===== config.mk =====
export PLATFORM = sky130hd
export DESIGN_NAME = layer_wr_ctl
export DESIGN_NICKNAME = d
export VERILOG_FILES = /design/src/rtl/layer_wr_pkg.sv /design/src/rtl/layer_wr_ctl.sv
export SDC_FILE = /design/constraint.sdc
export NUM_CORES = 1
export LEC_CHECK = 0
export ABC_CLOCK_PERIOD_IN_PS = 1800
export CAP_MARGIN = 5
export CORE_MARGIN = 5
export CORE_UTILIZATION = 37
export DETAILED_ROUTE_END_ITERATION = 6
export DONT_BUFFER_PORTS = 1
export PLACE_DENSITY = 0.62
export SLEW_MARGIN = 25
export SYNTH_ARGS = -nofsm -noshare
export SYNTH_HDL_FRONTEND = slang
export SYNTH_SLANG_ARGS = --single-unit

===== constraint.sdc =====
create_clock -name clk_in -period 1.8 [get_ports clk_in]
set_input_delay 0.54 -clock clk_in [delete_from_list [all_inputs] [get_ports clk_in]]
set_output_delay 0.54 -clock clk_in [all_outputs]
set_load 0.005 [all_outputs]

===== src/rtl/layer_wr_pkg.sv =====
// rtl/layer_wr_pkg.sv - command codes, FSM state type and config length for layer_wr_ctl
package layer_wr_pkg;

  localparam logic [7:0] CMD_CONF_WR = 8'h2A;
  localparam logic [7:0] CMD_ADDR_WR = 8'h2B;
  localparam logic [7:0] CMD_DATA_WR = 8'h2C;

  // Number of payload bytes in a CONF frame: t0h, t0l, t1h, t1l, rst_hi, rst_lo
  localparam logic [2:0] CONF_LEN = 3'd6;

  typedef enum logic [2:0] {
    ST_IDLE,
    ST_CONF,
    ST_ADDR,
    ST_DATA,
    ST_DISCARD
  } state_t;

endpackage


===== src/rtl/layer_wr_ctl.sv =====
// rtl/layer_wr_ctl.sv - SPI byte-stream command decoder driving the WS2812 layer write port
//
// Ports:
//   clk_in, rst_n_in        clock, asynchronous active-low reset
//   byte_rdy_in/byte_data_in one-cycle byte strobe and received byte
//   frame_end_in            one-cycle strobe at chip-select release
//   wr_en_out/wr_done_out   pixel byte write strobe / end-of-frame refresh strobe
//   wr_addr_out/wr_data_out/wr_byte_en_out  pixel address, byte, one-hot lane
//   t0h/t0l/t1h/t1l_cnt_out, rst_cnt_out    bit-timing and latch counts
module layer_wr_ctl
  import layer_wr_pkg::*;
#(
  parameter int          ADDR_W  = 6,
  parameter int          LANES   = 3,
  parameter logic [7:0]  T0H_DEF = 8'd16,
  parameter logic [7:0]  T0L_DEF = 8'd48,
  parameter logic [7:0]  T1H_DEF = 8'd48,
  parameter logic [7:0]  T1L_DEF = 8'd16,
  parameter logic [15:0] RST_DEF = 16'd4000
) (
  input  logic              clk_in,
  input  logic              rst_n_in,
  input  logic              byte_rdy_in,
  input  logic [7:0]        byte_data_in,
  input  logic              frame_end_in,
  output logic              wr_en_out,
  output logic              wr_done_out,
  output logic [ADDR_W-1:0] wr_addr_out,
  output logic [7:0]        wr_data_out,
  output logic [3:0]        wr_byte_en_out,
  output logic [7:0]        t0h_cnt_out,
  output logic [7:0]        t0l_cnt_out,
  output logic [7:0]        t1h_cnt_out,
  output logic [7:0]        t1l_cnt_out,
  output logic [15:0]       rst_cnt_out
);

  state_t            st;
  logic              sync_lost;   // set by reset: frame alignment unknown until next frame end
  logic [2:0]        cnt;         // payload bytes seen in CONF/ADDR, saturates at CONF_LEN
  logic [7:0]        sh_t0h, sh_t0l, sh_t1h, sh_t1l, sh_rst_hi;
  logic [ADDR_W-1:0] start_addr;
  logic [ADDR_W-1:0] cur_addr;
  logic [1:0]        lane;
  logic              wrote;       // at least one pixel byte written in this DATA frame
  logic              done_pend;   // frame end coincided with a data byte: done one cycle later

  always_ff @(posedge clk_in or negedge rst_n_in) begin
    if (!rst_n_in) begin
      st             <= ST_IDLE;
      sync_lost      <= 1'b1;
      cnt            <= '0;
      sh_t0h         <= '0;
      sh_t0l         <= '0;
      sh_t1h         <= '0;
      sh_t1l         <= '0;
      sh_rst_hi      <= '0;
      start_addr     <= '0;
      cur_addr       <= '0;
      lane           <= '0;
      wrote          <= 1'b0;
      done_pend      <= 1'b0;
      wr_en_out      <= 1'b0;
      wr_done_out    <= 1'b0;
      wr_addr_out    <= '0;
      wr_data_out    <= '0;
      wr_byte_en_out <= '0;
      t0h_cnt_out    <= T0H_DEF;
      t0l_cnt_out    <= T0L_DEF;
      t1h_cnt_out    <= T1H_DEF;
      t1l_cnt_out    <= T1L_DEF;
      rst_cnt_out    <= RST_DEF;
    end else begin
      wr_en_out   <= 1'b0;
      wr_done_out <= done_pend;
      done_pend   <= 1'b0;

      if (byte_rdy_in) begin
        case (st)
          ST_IDLE: begin
            cnt <= '0;
            if (sync_lost) begin
              st <= ST_DISCARD;
            end else begin
              case (byte_data_in)
                CMD_CONF_WR: st <= ST_CONF;
                CMD_ADDR_WR: st <= ST_ADDR;
                CMD_DATA_WR: begin
                  st       <= ST_DATA;
                  cur_addr <= start_addr;
                  lane     <= '0;
                  wrote    <= 1'b0;
                end
                default:     st <= ST_DISCARD;
              endcase
            end
          end

          ST_CONF: begin
            if (cnt < CONF_LEN) begin
              cnt <= cnt + 3'd1;
              case (cnt)
                3'd0: sh_t0h    <= byte_data_in;
                3'd1: sh_t0l    <= byte_data_in;
                3'd2: sh_t1h    <= byte_data_in;
                3'd3: sh_t1l    <= byte_data_in;
                3'd4: sh_rst_hi <= byte_data_in;
                default: begin
                  // Last byte: all five counts change on the same edge
                  t0h_cnt_out <= sh_t0h;
                  t0l_cnt_out <= sh_t0l;
                  t1h_cnt_out <= sh_t1h;
                  t1l_cnt_out <= sh_t1l;
                  rst_cnt_out <= {sh_rst_hi, byte_data_in};
                end
              endcase
            end
          end

          ST_ADDR: begin
            if (cnt == 3'd0) begin
              start_addr <= byte_data_in[ADDR_W-1:0];
              cnt        <= 3'd1;
            end
          end

          ST_DATA: begin
            wr_en_out      <= 1'b1;
            wr_data_out    <= byte_data_in;
            wr_addr_out    <= cur_addr;
            wr_byte_en_out <= 4'b0001 << lane;
            wrote          <= 1'b1;
            if (lane == 2'(LANES - 1)) begin
              lane     <= '0;
              cur_addr <= cur_addr + 1'b1;
            end else begin
              lane <= lane + 2'd1;
            end
          end

          default: ;
        endcase
      end

      // Frame end overrides the state update above; a byte on the same
      // cycle has already been processed.
      if (frame_end_in) begin
        st        <= ST_IDLE;
        cnt       <= '0;
        sync_lost <= 1'b0;
        if (st == ST_DATA) begin
          if (byte_rdy_in) begin
            done_pend <= 1'b1;
          end else begin
            wr_done_out <= wrote;
          end
        end
      end
    end
  end

endmodule


==> Yosys cells after proc, flatten, opt, wreduce, memory -nomap -nowiden <==
Cells that the tools add are included.
{ "op_classes": {"n_addsub": 3, "n_lt_le_gt_ge": 1, "eq_ne": 16, "n_shift": 1, "mux": 29, "n_bitwise": 1, "reduce_logical": 19} }
{ "op_table": {"columns": ["cell", "count"], "rows": [
  ["$reduce_and A4 Y1", 8],
  ["$eq A8 B6 Y1 const B", 3],
  ["$mux W3", 8],
  ["$mux W6", 3],
  ["$pmux W3 S3", 2],
  ["$eq A3 B2 Y1 const B", 4],
  ["$pmux W6 S2", 1],
  ["$mux W1", 10],
  ["$add A6 B1 Y6 const B", 1],
  ["$eq A3 B1 Y1 const B", 2],
  ["$logic_not A3 Y1", 2],
  ["$mux W2", 3],
  ["$ne A2 B2 Y1 const B", 3],
  ["$ne A3 B3 Y1 const B", 2],
  ["$reduce_bool A2 Y1", 3],
  ["$reduce_and A5 Y1", 1],
  ["$reduce_or A5 Y1", 1],
  ["$pmux W2 S2", 1],
  ["$reduce_and A2 Y1", 2],
  ["$reduce_bool A4 Y1", 1],
  ["$shl A1 B2 Y4 const A", 1],
  ["$add A3 B1 Y3 const B", 1],
  ["$eq A3 B3 Y1 const B", 1],
  ["$lt A3 B3 Y1 const B", 1],
  ["other kinds (5)", 5]
]} }
{ "totals": {"reg_bits": 131, "input_bits": 12, "out_inout_bits": 68, "wordCells": 93} }

==> Logic depth before layout (Yosys ltp) <==
Gate-level depths: netlist of the first run.
{ "depth": {"depth_word": 6, "ltp_mapped": 7, "ltp_nobuf": 6} }

==> Worst setup path after synthesis of the first run <==
OpenSTA, ideal clock, no wires.
{ "synth_timing": {"path_kind": "input to register", "startpoint": "input port byte_data_in[4]", "endpoint": "register cur_addr[1]", "setup_time_ps": 125, "arrival_time_ps": 1701, "t_required_ps": 1675, "slack_ps": -26, "cell_stages": 5, "n_path_buf": 1, "path_cell_list": "clkbuf_2 -> nor4b_2 -> nand3_1 -> o21ai_2 -> mux2_2"} }
{ "synth_via": {"elab_chain_cells": 3} }
{ "synth_lines": {"columns": ["item", "line", "rtl"], "rows": [
  ["start: declaration", "layer_wr_ctl.sv:24", "input logic [7:0] byte_data_in,"],
  ["$eq A8 B6 Y1", "layer_wr_ctl.sv:85", "case (byte_data_in)"],
  ["$ne A2 B2 Y1 (no line)", null, null],
  ["$reduce_and A5 Y1 (no line)", null, null],
  ["end signal: assignment", "layer_wr_ctl.sv:90", "cur_addr <= start_addr;"],
  ["end signal: assignment", "layer_wr_ctl.sv:135", "cur_addr <= cur_addr + 1'b1;"],
  ["end: declaration", "layer_wr_ctl.sv:43", "logic [ADDR_W-1:0] cur_addr;"]
]} }
Every way passes these cells.
A chain may end at the register's enable or synchronous reset.

==> Worst setup path in the final report of the first run <==
{ "layout_timing": {"startpoint": "register st[2]", "endpoint": "register t1l_cnt_out[6]"} }
{ "layout_via": {"elab_chain_cells": 2} }
{ "layout_lines": {"columns": ["item", "line", "rtl"], "rows": [
  ["start: declaration", "layer_wr_ctl.sv:38", "state_t st;"],
  ["start signal: assignment", "layer_wr_ctl.sv:50", "st <= ST_IDLE;"],
  ["start signal: assignment", "layer_wr_ctl.sv:83", "st <= ST_DISCARD;"],
  ["start signal: assignment", "layer_wr_ctl.sv:86", "CMD_CONF_WR: st <= ST_CONF;"],
  ["$eq A3 B1 Y1", "layer_wr_ctl.sv:79", "case (st)"],
  ["$reduce_and A4 Y1 (no line)", null, null],
  ["end signal: assignment", "layer_wr_ctl.sv:113", "t1l_cnt_out <= sh_t1l;"],
  ["end: declaration", "layer_wr_ctl.sv:34", "output logic [7:0] t1l_cnt_out,"]
]} }
Every way passes these cells.

==> impl_metrics.py, run 1 <==
metrics = {
    "global_routing": {
        "grt_pass1_vias": 3204,
        "grt_start_max_net_pins": 132,
        "grtUsageTotal_pct": 14.15,
        "grt_pass1_wl_um": 19060,
        "grt_overflow": 0,
        "grt_antenna_before_repair": 0,
    },
    "place": {
        "io_buffers": 0,
        "dp_hpwl_um": 7756,
        "gp_congestion": 0.8123,
        "place_ws_ns": 0.009689,
    },
    "timing": {
        "slew_viol_final": 0,
        "tns_ns": 0,
        "hold-worst-slack_ns": -0.1654,
        "fin_ws_ns": 0.09077,
        "max_freq_mhz": 585.1,
        "hold_violations": 118,
        "rsz0062_at_grt": "false",
        "setup_violations": 0,
        "min_period_ns": 1.709,
        "finalCritPeriodShare_pct": 94.96,
        "slew_headroom_pct": 64.04,
        "tightest_slew_ns": 0.5378,
        "fin_skew_ns": 0.01203,
    },
    "worst_hold_path": {
        "hold_path.class": "in2async",
    },
    "synthesis": {
        "synth_common_cells": "dfrtp_1, mux2_2, nand2_1",
        "synth-adder-area-share_pct": 1.377,
        "synthFlopType": "dfrtp_1",
        "synth-edff-count": 0,
        "netlist.area_leader.share_pct": 54.17,
        "yosysMostFrequentCell": "dfrtp_1",
        "yosys_warnings": 0,
        "yosysTopAreaCell": "dfrtp_1",
        "synthCells": 392,
        "synth_seq_area_share_pct": 60.43,
        "synth_compound_area_share_pct": 4.017,
        "synth_top_family_by_area": "multiplexers",
        "async_flop_share_pct": 100.0,
        "synth_area_leaders": "dfrtp_1, mux2_2, dfstp_2",
        "synth_area_sq_um": 5451,
        "synth_cell_types": 49,
        "synthMuxAreaShare_pct": 22.15,
        "synth_seq_cells": 131,
        "syn_area_per_cell_sq_um": 13.91,
        "synth-xor-area-share_pct": 0.1607,
        "postSynthNetCount": 410,
        "yosys.area_share.simple_pct": 9.571,
    },
    "floorplan": {
        "fp.dieW_um": 131.4,
        "ios": 80,
        "initial_utilization_pct": 37.65,
        "core_area_sq_um": 14480,
        "rows": 44,
        "die_y_um": 131.4,
        "die_area_sq_um": 17260,
    },
    "setup_path": {
        "crit_fanout": 20,
        "required_ns": 2.09,
        "critPathTopFamily": "simple AND/OR/NAND/NOR gates",
        "startpoint_type": "register",
        "crit_slowest_cell": "dfrtp_2",
        "cp_num_buf_inv": 1,
        "worst_r2r_startpoint": "st[2]",
        "worstSetupEndpointType": "register",
        "worstSetupPathType": "reg2reg",
        "crit_path_start": "st[2]",
        "slowest_delay_ns": 0.46,
        "crit_chain": "nand2b_4 -> nor3_2 -> nand3_2 -> buf_8 -> mux2_4",
        "cp.arrival_ns": 2.00,
    },
    "finish": {
        "antenna_cells": 0,
        "syn_to_final_growth_pct": 15.54,
        "seqCellArea_sq_um": 3297,
        "layout-drive-gt1-share_pct": 41.43,
        "fin_util_pct": 43.50,
        "multi_input_area_sq_um": 2048,
        "num-fill-cells": 1289,
        "finish.net_count": 425,
    },
    "routing": {
        "drtIter0Drc": 166,
        "antenna_left": 0,
        "detail_route.wl_per_cell_um": 19.29,
        "drt_first_pass_iters": 4,
        "vias_per_cell": 5.141,
        "drcViolationCount": 0,
        "route.final.wire_length_um": 11650,
        "route.vias.total": 3105,
    },
    "cts": {
        "root_buffer": "clkbuf_16",
        "cts.sinks": 131,
        "clock_path_buffers": 2,
        "htreeDepth": 4,
        "clk_pin_slew_ns": 0.06,
        "numCtsBuffers": 17,
        "clk_latency_ns": 0.42,
        "cts_tree": "built",
    },
    "pwr": {
        "power_w": 0.006203,
        "peakVddDrop_mv": 0.6208,
        "p_leak_nw": 3.192,
        "powerDensity_nw_per_um2": 984.8,
    },
    "status": {
        "status": "complete, but fails checks",
        "violations": "negative hold slack",
    },
    "run": {
        "maxCapViolCount": 0,
    },
}
-- path summary, 6_finish.rpt --
path | endpoint | slack [ns] | cells past startpoint
min in group clk_in | sync_lost | 0.15 | 1
worst min register to register | wr_done_out | 0.49 | 1
max in group asynchronous | sync_lost | 1.70 | 0
worst min-delay path | sh_t0l[3] | -0.17 | 0
worst max register to register | t1l_cnt_out[6] | 0.09 | 5
worst max-delay path | t1l_cnt_out[6] | 0.09 | 5
-- registers in the layout, summed over array words and instances, names as in the netlist, 6 cells and up --
| register | cells |
|---|---|
| rst_cnt_out | 16 |
| sh_rst_hi | 8 |
| sh_t0h | 8 |
| sh_t0l | 8 |
| sh_t1h | 8 |
| sh_t1l | 8 |
| t0h_cnt_out | 8 |
| t0l_cnt_out | 8 |
| t1h_cnt_out | 8 |
| t1l_cnt_out | 8 |
| wr_data_out | 8 |
| cur_addr | 6 |
| start_addr | 6 |
| wr_addr_out | 6 |
-- per-layer routing --
| metal | vias to the layer above | track usage (%) | share of wire, % |
|---|---|---|---|
| met5 | - | 0 | 0 |
| met4 | 0 | 7.029 | 2.5 |
| met1 | 1585 | 18.89 | 45 |
| met2 | 83 | 20.40 | 46 |
| met3 | 20 | 5.084 | 6.9 |
| li1 | 1417 | - | - |
-- area by class of cell --
class	count	area share (%)
sequential	131	52.34
multi-input combinational	237	32.52
clock buffer	19	6.873
tap	184	3.655
timing repair buffer	14	2.384
clock inverter	13	1.808
inverter	6	0.4172
-- per-stage QoR --
stage / hold WS [ns] / cell area [sq um] / instances
6_report: -0.1654 / 6299 / 604
5_1_grt: -0.1902 / 6299 / 604
2_1_floorplan: 0.2444 / 5460 / 392
3_3_place_gp: 0.2489 / 5736 / 572
3_5_place_dp: 0.2494 / 5736 / 572
4_1_cts: -0.2035 / 6282 / 604
-- cell usage in the layout, fill, tap and decap left out, drive strengths merged, types with 6 or more instances in the layout --
master  Yosys  layout
inv         6       7
clkbuf      5      19
nand2      49      49
nand3       9       9
ha          6       6
dfrtp     118     118
buf        13      14
o21ai      12      12
mux2       97      97
nor2        7       7
dfstp      13      13
nand2b      8       8
clkinv      0       8
-- what timing repair did --
action                                  CTS  global route
buffers inserted                          0             0
endpoints found under the setup margin    0            28
gates resized for setup                   0             6
endpoints found under the hold margin   131           123
-- kinds of logic (layout without fill, tap and decap cells) --
family / Yosys count / after routing
compound gates: 32 / 32
fa+ha+maj: 6 / 6
simple gates: 97 / 97
mux: 101 / 101
xor+xnor: 1 / 1
buf+inv: 24 / 52
flops: 131 / 131
-- where the power goes --
part / total, W / internal, W / switching (W) / leakage (nW)
Combinational: 0.0000584 / 0.0000361 / 0.0000223 / 1.15
Sequential: 0.00298 / 0.00297 / 0.0000187 / 1.77
Clock: 0.00316 / 0.00190 / 0.00126 / 0.267
Total: 0.00620 / 0.00490 / 0.00130 / 3.19
Power figures use the tool's default switching activity.
==> run 2: changes to the inputs <==
--- a/config.mk
+++ b/config.mk
@@ -5,14 +5,13 @@
 export SDC_FILE = /design/constraint.sdc
 export NUM_CORES = 1
 export LEC_CHECK = 0
-export ABC_CLOCK_PERIOD_IN_PS = 1800
+export ABC_CLOCK_PERIOD_IN_PS = 1680
 export CAP_MARGIN = 5
 export CORE_MARGIN = 5
 export CORE_UTILIZATION = 37
 export DETAILED_ROUTE_END_ITERATION = 6
 export DONT_BUFFER_PORTS = 1
 export PLACE_DENSITY = 0.62
-export SLEW_MARGIN = 25
 export SYNTH_ARGS = -nofsm -noshare
 export SYNTH_HDL_FRONTEND = slang
 export SYNTH_SLANG_ARGS = --single-unit
==> constraint.sdc (replaced) <==
create_clock -name clk_in -period 1.68 [get_ports clk_in]
set_input_delay 0.504 -clock clk_in [delete_from_list [all_inputs] [get_ports clk_in]]
set_output_delay 0.504 -clock clk_in [all_outputs]
set_load 0.005 [all_outputs]
==> impl_metrics.py, run 2 (synthesis gave the netlist of run 1 again) <==
metrics = {
    "status": {
        "status": "complete, but fails checks",
        "violations": "negative hold slack, negative setup slack",
    },
    "timing": {
        "tightest_slew_ns": 0.3816,
        "min_period_ns": 1.693,
        "setup_violations": 4,
        "fin_skew_ns": 0.006240,
        "slew_viol_final": 0,
        "hold-worst-slack_ns": -0.2173,
        "fin_ws_ns": -0.01267,
        "max_freq_mhz": 590.8,
        "rsz0062_at_grt": "true",
        "hold_violations": 119,
        "slew_headroom_pct": 74.50,
        "finalCritPeriodShare_pct": 100.8,
    },
    "cts": {
        "root_buffer": "clkbuf_16",
        "numCtsBuffers": 17,
        "htreeDepth": 4,
        "cts.sinks": 131,
        "cts_tree": "built",
        "clk_pin_slew_ns": 0.06,
        "clk_latency_ns": 0.41,
        "clock_path_buffers": 2,
    },
    "floorplan": {
        "rows": 44,
        "ios": 80,
        "core_area_sq_um": 14480,
        "initial_utilization_pct": 37.65,
        "die_area_sq_um": 17260,
        "fp.dieW_um": 131.4,
        "die_y_um": 131.4,
    },
    "routing": {
        "route.vias.total": 3115,
        "vias_per_cell": 5.065,
        "antenna_left": 0,
        "route.final.wire_length_um": 11550,
        "drtIter0Drc": 115,
        "detail_route.wl_per_cell_um": 18.79,
        "drt_first_pass_iters": 4,
        "drcViolationCount": 0,
    },
    "finish": {
        "antenna_cells": 0,
        "final_common_cell": "dfrtp_1",
        "largest_register_ffs": 16,
        "num-fill-cells": 1274,
        "final_cells": 615,
        "finish.net_count": 436,
        "layout-drive-gt1-share_pct": 45.01,
        "syn_to_final_growth_pct": 18.96,
        "layout_common_cells": "dfrtp_1, mux2_2, nand2_1, mux2_4, buf_4",
        "fin_area_sq_um": 6485,
        "top_register": "rst_cnt_out",
    },
    "setup_path": {
        "cp_num_cells": 5,
        "startpoint_type": "register",
        "r2r_cells": 5,
        "slowest_delay_ns": 0.42,
        "crit_slowest_cell": "dfrtp_1",
        "cp_num_buf_inv": 1,
        "required_ns": 1.98,
        "cp.arrival_ns": 1.99,
        "crit_chain": "nand2b_2 -> nor3_4 -> nand3_2 -> buf_12 -> mux2_4",
        "crit_fanout": 30,
        "worstSetupPathType": "reg2reg",
        "worstSetupEndpointType": "register",
        "critPathTopFamily": "simple AND/OR/NAND/NOR gates",
    },
    "pwr": {
        "peakVddDrop_mv": 0.6977,
        "powerDensity_nw_per_um2": 1051,
        "p_switching_w": 0.001420,
        "switching_share_pct": 20.82,
        "p_seq_share_pct": 46.8,
        "p_comb_share_pct": 1.3,
        "p_int_w": 0.005399,
        "p_leak_nw": 3.251,
        "pwr-share-clk_pct": 52.0,
    },
    "place": {
        "gp_congestion": 0.7873,
        "place_ws_ns": -0.05968,
        "dp_hpwl_um": 7717,
        "io_buffers": 0,
        "placed_cells": 582,
        "placed_area_sq_um": 5817,
    },
    "global_routing": {
        "grt_pass1_vias": 3230,
        "grt_overflow": 0,
        "grtUsageTotal_pct": 14.05,
        "grt_antenna_before_repair": 0,
        "grt_start_max_net_pins": 132,
        "grt_pass1_wl_um": 18950,
    },
    "run": {
        "maxCapViolCount": 0,
    },
    "worst_hold_path": {
        "hold_path.class": "in2async",
    },
}
run 2: changes by cell type in the layout (fill, tap and decap cells not counted), moves of 2 or more:
cell     delta
inv_1       -2
nand3_4     +3
ha_1        -2
nand3_2     -2
buf_4      +11
mux2_2      -3
inv_2       +2
mux2_4      +3
run 2: power groups by stage:
stage                     Combinational (W)  Clock, W  Sequential, W
after floorplan                   0.0000668         0        0.00324
after global placement            0.0000800         0        0.00324
after detailed placement          0.0000816         0        0.00324
after CTS                         0.0000825   0.00363        0.00319
after global routing              0.0000939   0.00375        0.00319
final                             0.0000859   0.00354        0.00319
run 2: per-stage QoR:
step	setup TNS [ns]	util, %	total power [W]	hold slack [ns]
final	-0.03556	44.79	0.006819	-0.2173
after floorplan	-0.006986	-	0.003312	0.2084
after global routing	-3.421	44.79	0.007037	-0.2402
after detailed placement	-0.2168	40.17	0.003325	0.2131
after CTS	0	44.13	0.006901	-0.2443
after global placement	-0.04024	40.17	0.003323	0.2132
run 2: worst paths after layout:
kind | startpoint | end | slack [ns]
worst min register to register | done_pend | wr_done_out | 0.49
worst max register to register | st[1] | t1l_cnt_out[2] | -0.01
worst min-delay path | rst_n_in | wr_addr_out[0] | -0.22
min in group clk_in | frame_end_in | sync_lost | 0.12
worst max-delay path | st[1] | t1l_cnt_out[2] | -0.01
max in group asynchronous | rst_n_in | rst_cnt_out[11] | 1.58
run 2: layer usage:
metal / vias to the layer above / GRT usage (%) / share of wire (%) / wire, um
met5: - / 0 / 0 / 0
met4: 0 / 6.057 / 1.8 / 213
met3: 17 / 5.237 / 6.3 / 729
met2: 74 / 21.28 / 48 / 5497
met1: 1580 / 18.15 / 44 / 5113
li1: 1444 / - / - / -
run 2: repair_timing:
action | in CTS | in global routing
pin swaps | 0 | 3
setup endpoints to repair | 19 | 96
gates resized for setup | 3 | 19
setup buffers | 0 | 1
hold endpoints to repair | 131 | 131
run 2: cell type report:
type	count	area (sq um)	area share, %
well taps	184	230.2	3.550
clock inverters	14	138.9	2.142
multi-input cells	237	2136	32.93
clock buffers	18	429.2	6.618
flip-flops and latches	131	3296	50.82
inverters	6	26.28	0.4052
repair buffers	25	229.0	3.531
==> run 3: changes to the inputs <==
--- a/config.mk
+++ b/config.mk
@@ -8,10 +8,11 @@
 export ABC_CLOCK_PERIOD_IN_PS = 1680
 export CAP_MARGIN = 5
 export CORE_MARGIN = 5
-export CORE_UTILIZATION = 37
+export CORE_UTILIZATION = 45
+export CTS_CLUSTER_SIZE = 10
 export DETAILED_ROUTE_END_ITERATION = 6
 export DONT_BUFFER_PORTS = 1
-export PLACE_DENSITY = 0.62
+export PLACE_DENSITY = 0.71
 export SYNTH_ARGS = -nofsm -noshare
 export SYNTH_HDL_FRONTEND = slang
 export SYNTH_SLANG_ARGS = --single-unit
==> impl_metrics.py, run 3 (synthesis gave the netlist of run 1 again) <==
metrics = {
    "status": {
        "status": "complete, but fails checks",
        "violations": "negative hold slack",
    },
    "floorplan": {
        "die_y_um": 120.1,
        "die_area_sq_um": 14420,
        "rows": 40,
        "ios": 80,
        "fp.dieW_um": 120.1,
        "core_area_sq_um": 11960,
        "initial_utilization_pct": 45.58,
    },
    "cts": {
        "clock_path_buffers": 2,
        "clk_pin_slew_ns": 0.06,
        "clk_latency_ns": 0.42,
        "root_buffer": "clkbuf_16",
        "htreeDepth": 4,
        "cts_tree": "built",
        "numCtsBuffers": 17,
        "cts.sinks": 131,
    },
    "global_routing": {
        "grt_antenna_before_repair": 0,
        "grt_pass1_wl_um": 18000,
        "grt_pass1_vias": 3285,
        "grtUsageTotal_pct": 16.39,
        "grt_overflow": 0,
        "grt_start_max_net_pins": 132,
    },
    "setup_path": {
        "cp.arrival_ns": 1.95,
        "startpoint_type": "register",
        "r2r_setup_slack_ns": 0.04,
        "crit_fanout": 8,
        "worstSetupEndpointType": "register",
        "required_ns": 1.99,
        "worstSetupPathType": "reg2reg",
    },
    "timing": {
        "fin_ws_ns": 0.03575,
        "setup_violations": 0,
        "max_freq_mhz": 608.2,
        "finalCritPeriodShare_pct": 97.87,
        "slew_headroom_pct": 75.13,
        "fin_skew_ns": 0.01052,
        "hold-worst-slack_ns": -0.2296,
        "hold_violations": 131,
        "min_period_ns": 1.644,
        "tightest_slew_ns": 0.3722,
        "slew_viol_final": 0,
        "rsz0062_at_grt": "true",
    },
    "routing": {
        "vias_per_cell": 5.534,
        "route.final.wire_length_um": 11700,
        "drtIter0Drc": 182,
        "detail_route.wl_per_cell_um": 20.10,
        "drcViolationCount": 0,
        "drt_first_pass_iters": 4,
        "route.vias.total": 3221,
        "antenna_left": 0,
    },
    "pwr": {
        "powerDensity_nw_per_um2": 1054,
        "p_leak_nw": 3.307,
        "peakVddDrop_mv": 0.4860,
    },
    "finish": {
        "final_common_cell": "dfrtp_1",
        "seqCellArea_sq_um": 3297,
        "layout_common_cells": "dfrtp_1, mux2_2, nand2_1, mux2_4, buf_4",
        "multi_input_area_sq_um": 2148,
        "syn_to_final_growth_pct": 20.56,
        "layout-drive-gt1-share_pct": 45.52,
        "num-fill-cells": 970,
        "top_register": "rst_cnt_out",
        "antenna_cells": 0,
        "finish.net_count": 440,
        "largest_register_ffs": 16,
    },
    "worst_hold_path": {
        "hold_path.class": "in2async",
    },
    "place": {
        "dp_hpwl_um": 7414,
        "io_buffers": 0,
        "gp_congestion": 0.8549,
        "place_ws_ns": -0.05963,
    },
    "run": {
        "maxCapViolCount": 0,
    },
}
==> run 3: worst paths after layout <==
kind | depth (start not counted) | startpoint | endpoint
worst min register to register | 1 | done_pend | wr_done_out
min in group clk_in | 1 | frame_end_in | sync_lost
worst max-delay path | 5 | st[2] | sh_t0h[2]
max in group asynchronous | 0 | rst_n_in | t1l_cnt_out[4]
worst min-delay path | 0 | rst_n_in | sh_t0h[7]
worst max register to register | 5 | st[2] | sh_t0h[2]
==> run 3: report_power, final <==
part           total [W]  switching, W  internal, W
combinational  0.0000868     0.0000375    0.0000493
sequential       0.00319     0.0000118      0.00318
clock            0.00365       0.00141      0.00224
==> run 3: layout make-up <==
class / count / share of cell area [%]
well taps: 147 / 2.798
repair buffers: 29 / 4.931
multi-input cells: 237 / 32.69
inverters: 6 / 0.3998
flip-flops and latches: 131 / 50.16
clock buffers: 19 / 6.739
clock inverters: 13 / 2.284
==> run 3: critical path, cell delays in order, from the launching register on <==
cell and delay (ns):
dfrtp_1 0.42, nand2b_4 0.18, nor2_1 0.15, buf_4 0.17, nand3_2 0.25, mux2_2 0.36
==> run 3: repair_timing <==
action	in CTS	in global routing
endpoints found under the setup margin	42	103
hold endpoints to repair	131	131
buffers inserted	0	7
pin swaps	0	6
gates resized for setup	3	24
cloned	0	3
==> run 3: through the flow <==
step | power [W] | instance area [sq um] | setup TNS (ns) | cells | util [%]
final | 0.006929 | 6573 | 0 | 582 | 54.95
after global routing | 0.007166 | 6573 | -1.042 | 582 | 54.95
after CTS | 0.006993 | 6360 | 0 | 573 | 53.17
after detailed placement | 0.003325 | 5753 | -0.5890 | 541 | 48.10
after global placement | 0.003321 | 5753 | -0.07472 | 541 | 48.10
after floorplan | 0.003312 | 5482 | -0.006986 | 392 | -
==> run 3: routing by layer <==
metal / share of wire [%] / wire length, um / vias up / global-route usage, %
met5: 0 / 0 / - / 0
met4: 2.0 / 238 / 0 / 7.516
met1: 44 / 5097 / 1677 / 19.90
li1: - / - / 1449 / -
met2: 50 / 5803 / 74 / 26.55
met3: 4.8 / 560 / 21 / 5.325
